==> src/rtl/shift_right_unit.sv <==
// Iterative right-shift unit: logical, arithmetic and (optionally) rotate, one bit per clock.
// Rotate is built only when SHIFT_RIGHT_ROTATE_EN is defined; otherwise mode 10 is a logical shift.
module shift_right_unit #(
  parameter int unsigned DATA_W = 16,
  parameter int unsigned AMT_W  = 4
) (
  input  logic              clk,
  input  logic              rst_n,
  input  logic              start,
  input  logic [DATA_W-1:0] in,
  input  logic [AMT_W-1:0]  amt,
  input  logic [1:0]        mode,
  output logic [DATA_W-1:0] out,
  output logic              busy,
  output logic              done
);

  typedef enum logic [1:0] {
    S_IDLE,
    S_SHIFT,
    S_DONE
  } state_t;

  typedef enum logic [1:0] {
    OP_LSR,
    OP_ASR,
    OP_ROR
  } op_t;

  state_t            r_state, w_state_nxt;
  op_t               r_op, w_op_nxt, w_op_dec;
  logic [DATA_W-1:0] r_work, w_work_nxt;
  logic [DATA_W-1:0] r_out, w_out_nxt;
  logic [AMT_W-1:0]  r_cnt, w_cnt_nxt;
  logic              r_msb, w_msb_nxt;
  logic              w_fill;

  always_comb begin
    w_op_dec = OP_LSR;
    case (mode)
      2'b01:   w_op_dec = OP_ASR;
`ifdef SHIFT_RIGHT_ROTATE_EN
      2'b10:   w_op_dec = OP_ROR;
`endif
      default: w_op_dec = OP_LSR;
    endcase
  end

  // Bit entering the MSB on each shift step.
  always_comb begin
    w_fill = 1'b0;
    case (r_op)
      OP_ASR:  w_fill = r_msb;
`ifdef SHIFT_RIGHT_ROTATE_EN
      OP_ROR:  w_fill = r_work[0];
`endif
      default: w_fill = 1'b0;
    endcase
  end

  always_comb begin
    w_state_nxt = r_state;
    w_op_nxt    = r_op;
    w_work_nxt  = r_work;
    w_cnt_nxt   = r_cnt;
    w_msb_nxt   = r_msb;
    w_out_nxt   = r_out;
    case (r_state)
      S_SHIFT: begin
        w_work_nxt = {w_fill, r_work[DATA_W-1:1]};
        w_cnt_nxt  = r_cnt - AMT_W'(1);
        if (r_cnt == AMT_W'(1)) begin
          w_state_nxt = S_DONE;
        end
      end
      S_IDLE, S_DONE: begin
        if (start) begin
          w_work_nxt  = in;
          w_cnt_nxt   = amt;
          w_op_nxt    = w_op_dec;
          w_msb_nxt   = in[DATA_W-1];
          w_state_nxt = (amt == '0) ? S_DONE : S_SHIFT;
        end else if (r_state == S_DONE) begin
          w_state_nxt = S_IDLE;
        end
      end
      default: w_state_nxt = S_IDLE;
    endcase
    // out is loaded on the same edge that enters DONE, from the value the work register takes.
    if (w_state_nxt == S_DONE) begin
      w_out_nxt = w_work_nxt;
    end
  end

  always_ff @(posedge clk or negedge rst_n) begin
    if (!rst_n) begin
      r_state <= S_IDLE;
      r_op    <= OP_LSR;
      r_work  <= '0;
      r_cnt   <= '0;
      r_msb   <= 1'b0;
      r_out   <= '0;
    end else begin
      r_state <= w_state_nxt;
      r_op    <= w_op_nxt;
      r_work  <= w_work_nxt;
      r_cnt   <= w_cnt_nxt;
      r_msb   <= w_msb_nxt;
      r_out   <= w_out_nxt;
    end
  end

  assign out  = r_out;
  assign busy = (r_state == S_SHIFT);
  assign done = (r_state == S_DONE);

endmodule
==> config.mk <==
export PLATFORM = sky130hd
export DESIGN_NAME = shift_right_unit
export DESIGN_NICKNAME = d
export VERILOG_FILES = /design/src/rtl/shift_right_unit.sv
export SDC_FILE = /design/constraint.sdc
export NUM_CORES = 1
export LEC_CHECK = 0
export BUFFER_PORTS_ARGS = -buffer_cell sky130_fd_sc_hd__buf_2
export CORE_MARGIN = 2
export CORE_UTILIZATION = 50
export CTS_CLUSTER_SIZE = 10
export DETAILED_ROUTE_END_ITERATION = 12
export GPL_ROUTABILITY_DRIVEN = 1
export PLACE_DENSITY = 0.81
export SLEW_MARGIN = 20
export SYNTH_ARGS = -nofsm -noshare
export SYNTH_HDL_FRONTEND = slang
export SYNTH_SLANG_ARGS = --single-unit
==> constraint.sdc <==
create_clock -name clk -period 5.15 [get_ports clk]
set_input_delay 0.515 -clock clk [delete_from_list [all_inputs] [get_ports clk]]
set_output_delay 0.515 -clock clk [all_outputs]
set_load 0.02 [all_outputs]
; After elaboration in Yosys (flattened, before gate mapping)
; Cells that the tools add are included.
[op_classes]
n_reduce_logical = 6
muxes = 11
n_eq_ne = 7
n_addsub = 1
[ops]
columns = op, n
row1 = $pmux W16 S2, 1
row2 = $mux W16, 1
row3 = $mux W2, 4
row4 = $pmux W4 S2, 1
row5 = $eq A2 B1 Y1 const B, 3
row6 = $eq A2 B2 Y1 const B, 2
row7 = $eq A4 B1 Y1 const B, 1
row8 = $logic_not A4 Y1, 1
row9 = $mux W4, 1
row10 = $pmux W2 S2, 1
row11 = $reduce_and A2 Y1, 2
row12 = $sub A4 B1 Y4 const B, 1
row13 = $logic_not A2 Y1, 1
row14 = $mux W1, 2
row15 = $ne A2 B2 Y1 const B, 1
row16 = $reduce_bool A2 Y1, 1
row17 = $reduce_or A2 Y1, 1
[totals]
in_bits = 25
out_inout_bits = 18
ff_bits = 41
wordCells = 31

; Depth between registers and ports, before layout
[logic_depth]
depth_word = 5
ltp_mapped = 7
depth_no_buf = 5

; Worst setup path before layout
; No wires, ideal clock.
[synth_path]
path_type = input port to flip-flop
startpoint = input amt[0]
endpoint = register r_out[10] (netlist: out[10])
setup_ps = 125
arrival_ps = 1617
cell_stages = 5
t_required_ps = 5025
path_slack_ps = 3408
path_buffers = 2
path_cell_list = nor4_1 a32o_1 buf_6 buf_8 mux2_4
[synth_via]
elab_chain_cells = 5
[synth_lines]
columns = element, line_no
row1 = "start, declared", 11  ; input logic [AMT_W-1:0] amt,
row2 = $logic_not A4 Y1, 82  ; w_state_nxt = (amt == '0) ? S_DONE : S_SHIFT;
row3 = $mux W2, 82
row4 = $mux W2, 77  ; if (start) begin
row5 = $pmux W2 S2, 68  ; case (r_state)
row6 = named net w_state_nxt[1], 30  ; state_t r_state, w_state_nxt;
row7 = $eq A2 B2 Y1, 90  ; if (w_state_nxt == S_DONE) begin
row8 = "end signal, assigned", 109  ; r_out <= w_out_nxt;
row9 = "end, declared", 33  ; logic [DATA_W-1:0] r_out, w_out_nxt;
; The timed path passes the listed nets, and every way through them passes these cells.
; A chain may end at the register's enable or synchronous reset.

; Worst setup path after layout
[layout_path]
startpoint = register r_state[1]
endpoint = register r_out[3] (netlist: out[3])
[layout_via]
elab_chain_cells = 5
word_cells_on_any_way = 10
classes_between = 3 x eq/ne / 5 x mux / 2 x reduce/logical
[layout_lines]
columns = element, line_no
row1 = "start, declared", 30
row2 = "start signal, assigned", 104  ; r_state <= w_state_nxt;
row3 = $eq A2 B2 Y1, "68, 83"
row4 = $mux W2, 83  ; end else if (r_state == S_DONE) begin
row5 = $mux W2, 77
row6 = $pmux W2 S2, 68
row7 = $eq A2 B2 Y1, 90
; Several ways; a longest one is shown, not always the timed one.

==> flow_summary_export.csv <==
group,metric,value,unit
status,status,"finished, final reports clean",
clock_network,path_clk_slew,80,ps
yosys,synth_area_leaders,"dfrtp_1 (50%), mux2i_1 (23%), mux2_4 (6.7%)",
clock_network,cts_tree,"done",
global_route,grt_pass1_vias,1311,
routing,first_iter_violations,67,
yosys,yosysUniqueCellTypes,30,
clock_network,cts_setup_buffers,0,
yosys,synth-edff-count,0,
yosys,synth_ff_type,"dfrtp_1",
worst_setup_path,critPathRequiredTime,5320,ps
final_layout,fillers,329,
worst_setup_path,rr_worst_depth,4,
yosys,syn_area,2010,um2
timing,hold_violations,0,
timing,fin_crit_sh,0.490,
timing,setup_viol,0,
yosys,synth_mux_area_frac,0.340,
timing,finClkSkew,8.02,ps
yosys,synth_top_cells_by_count,"mux2i_1 (47), dfrtp_1 (40), mux2_4 (9)",
clock_network,cts-buffers-inserted,5,
timing,hold_ws,328,ps
floorplanning,die_x,67.4,um
floorplanning,fp-row-count,23,
yosys,synthArstFlopShare,1.00,
floorplanning,ios,43,
power,power_density,602,nW/um2
placement,dp_hpwl,2570,um
yosys,syn_area_per_cell,13.4,um2
timing,relSlewSlack,0.307,
timing,fmax,397,MHz
yosys,synth_top_family_by_area,"multiplexers",
yosys,synth_warnings,0,
final_layout,diodes,0,
yosys,synth_compound_area_frac,0.0429,
placement,place.gp.congestion,0.737,
final_layout,area_growth,14.4,%
yosys,synth-xor-area-share,0.0131,
timing,final.setup.worst_slack,2630,ps
yosys,yosys.area.top_type,"dfrtp_1",
global_route,grt_first_pass_wirelength,6220,um
clock_network,clk_latency,290,ps
clock_network,cts_hold_buf,0,
floorplanning,start_util,0.510,
worst_hold_path,worstHoldPathType,"in -> async",
global_route,grt_max_degree,41,
routing,dr.pass1.iters,4,
timing,rsz0062_at_grt,"false",
timing,slew_viol_final,0,
global_route,grt_usage,0.186,
timing,max_slew.worst_pin.slew,1040,ps
clock_network,clk_path_buf_depth,2,
routing,vias,1296,
floorplanning,die_h,67.4,um
yosys,ys_ff_latch,40,
placement,port_buffers,42,
final_layout,multi_input_area,921,um2
global_route,grt_antenna_before_repair,0,
floorplanning,core,3940,um2
final_layout,ff_latch_area,1000,um2
power,total_power,1.38,mW
placement,pre_cts_ws,2500,ps
clock_network,htree_num_levels,2,
timing,min_period,2520,ps
clock_network,post_cts_resized,0,
yosys,synth_nets,177,
yosys,synth-simple-area-share,0.0492,
worst_setup_path,path_max_fanout,23,
yosys,synth_top_area_share,0.498,
routing,post_drt_wl_per_cell,15.9,um
yosys,synth_most_common_cell,"mux2i_1",
worst_setup_path,arrival,2700,ps
final_layout,drive_gt1_frac,0.354,
routing,drc,0,
timing,finalSetupTns,0,ps
routing,met3_length,198,um
routing,postRouteAntennaNets,0,
placement,place_area,2210,um2
yosys,yosysSeqAreaShare,0.498,
worst_setup_path,worstSetupPathType,"reg -> reg",
run,drv_cap,0,
routing,viasPerCell,5.42,
clock_network,clockRootBuffer,"clkbuf_8",
worst_setup_path,critPathLaunchType,"flop",
routing,topRoutingLayerUsed,"met4",
global_route,overflow,0,
yosys,synth_adder_area_share,0.0124,
worst_setup_path,cp-end-kind,"flop",
clock_network,cts_sinks,40,
power,max-vdd-ir-drop,306,uV
routing,routed_wl,3800,um
yosys,synthCells,150,
power,p_leak,1.17,nW
routing,wl_met2,1800,um
routing,wl_met1,1760,um
final_layout,stdcell_area,2300,um2
floorplanning,dieArea,4540,um2
final_layout,final_nets,215,
-- worst max-delay path, cell delays in order (launching register included) --
cell and delay [ps]:
dfrtp_1 770, nand2b_4 320, inv_2 70, a32o_1 810
mux2_2 420
-- stage by stage --
stage               utilization  instances
floorplan                     -        150
global placement          0.560        231
detailed placement        0.560        231
CTS                       0.583        239
global route              0.584        239
finish                    0.584        239
-- state kept, by name, indices dropped and copies added, names as in the netlist --
name and count:
r_msb 1, r_cnt 4, r_state 2, out 16, r_work 16, r_op 1
-- report_power, final --
group	internal [mW]	switching (mW)	total, mW	leakage, nW
clock network	0.109	0.105	0.214	0.0455
logic	0.285	0.268	0.553	0.632
registers	0.467	0.151	0.618	0.489
total	0.861	0.524	1.38	1.17
-- cells in the final DEF, fill, tap and decap left out, drive strengths merged --
cell type  count
mux2i         47
buf           42
dfrtp         40
mux2          16
clkbuf         8
a21oi          4
inv            4
nor2b          3
nand2          3
nand2b         3
nor4           2
o211a          2
xnor2          2
ha             2
nor3b          1
o22ai          1
and4b          1
and3b          1
a311o          1
a32o           1
nor2           1
xor2           1
a211oi         1
a21o           1
o21ai          1
-- area by class of cell --
cell class / instances / share of cell area
well taps: 50 / 0.0272
repair buffers: 42 / 0.0914
flip-flops and latches: 40 / 0.436
multi-input cells: 95 / 0.400
clock buffers: 8 / 0.0392
inverters: 4 / 0.00653
-- worst paths after layout --
kind	from	end	slack, ps
max	r_state[1]$_DFF_PN0_	out[3]$_DFFE_PN0N_	2630
min	rst_n	r_op[0]$_DFFE_PN0P_	330
max reg2reg	r_state[1]$_DFF_PN0_	out[3]$_DFFE_PN0N_	2630
min reg2reg	r_op[0]$_DFFE_PN0P_	r_op[0]$_DFFE_PN0P_	500
max in group asynchronous	rst_n	r_state[0]$_DFF_PN0_	4230
min in group clk	mode[0]	r_op[0]$_DFFE_PN0P_	490
-- cells by family after synthesis --
logic type / after synthesis
buffers and inverters: 15
flip-flops: 40
AND/OR/NAND/NOR: 15
multiplexers: 63
AO/OA/AOI/OAI: 12
adder cells (fa/ha/maj): 2
XOR/XNOR: 3
-- metal layers --
| metal | track usage | up-vias |
|---|---|---|
| li1 | - | 611 |
| met1 | 0.254 | 645 |
| met2 | 0.287 | 35 |
| met3 | 0.0433 | 5 |
| met4 | 0.0765 | 0 |
| met5 | 0 | - |
Power figures use the tool's default switching activity.
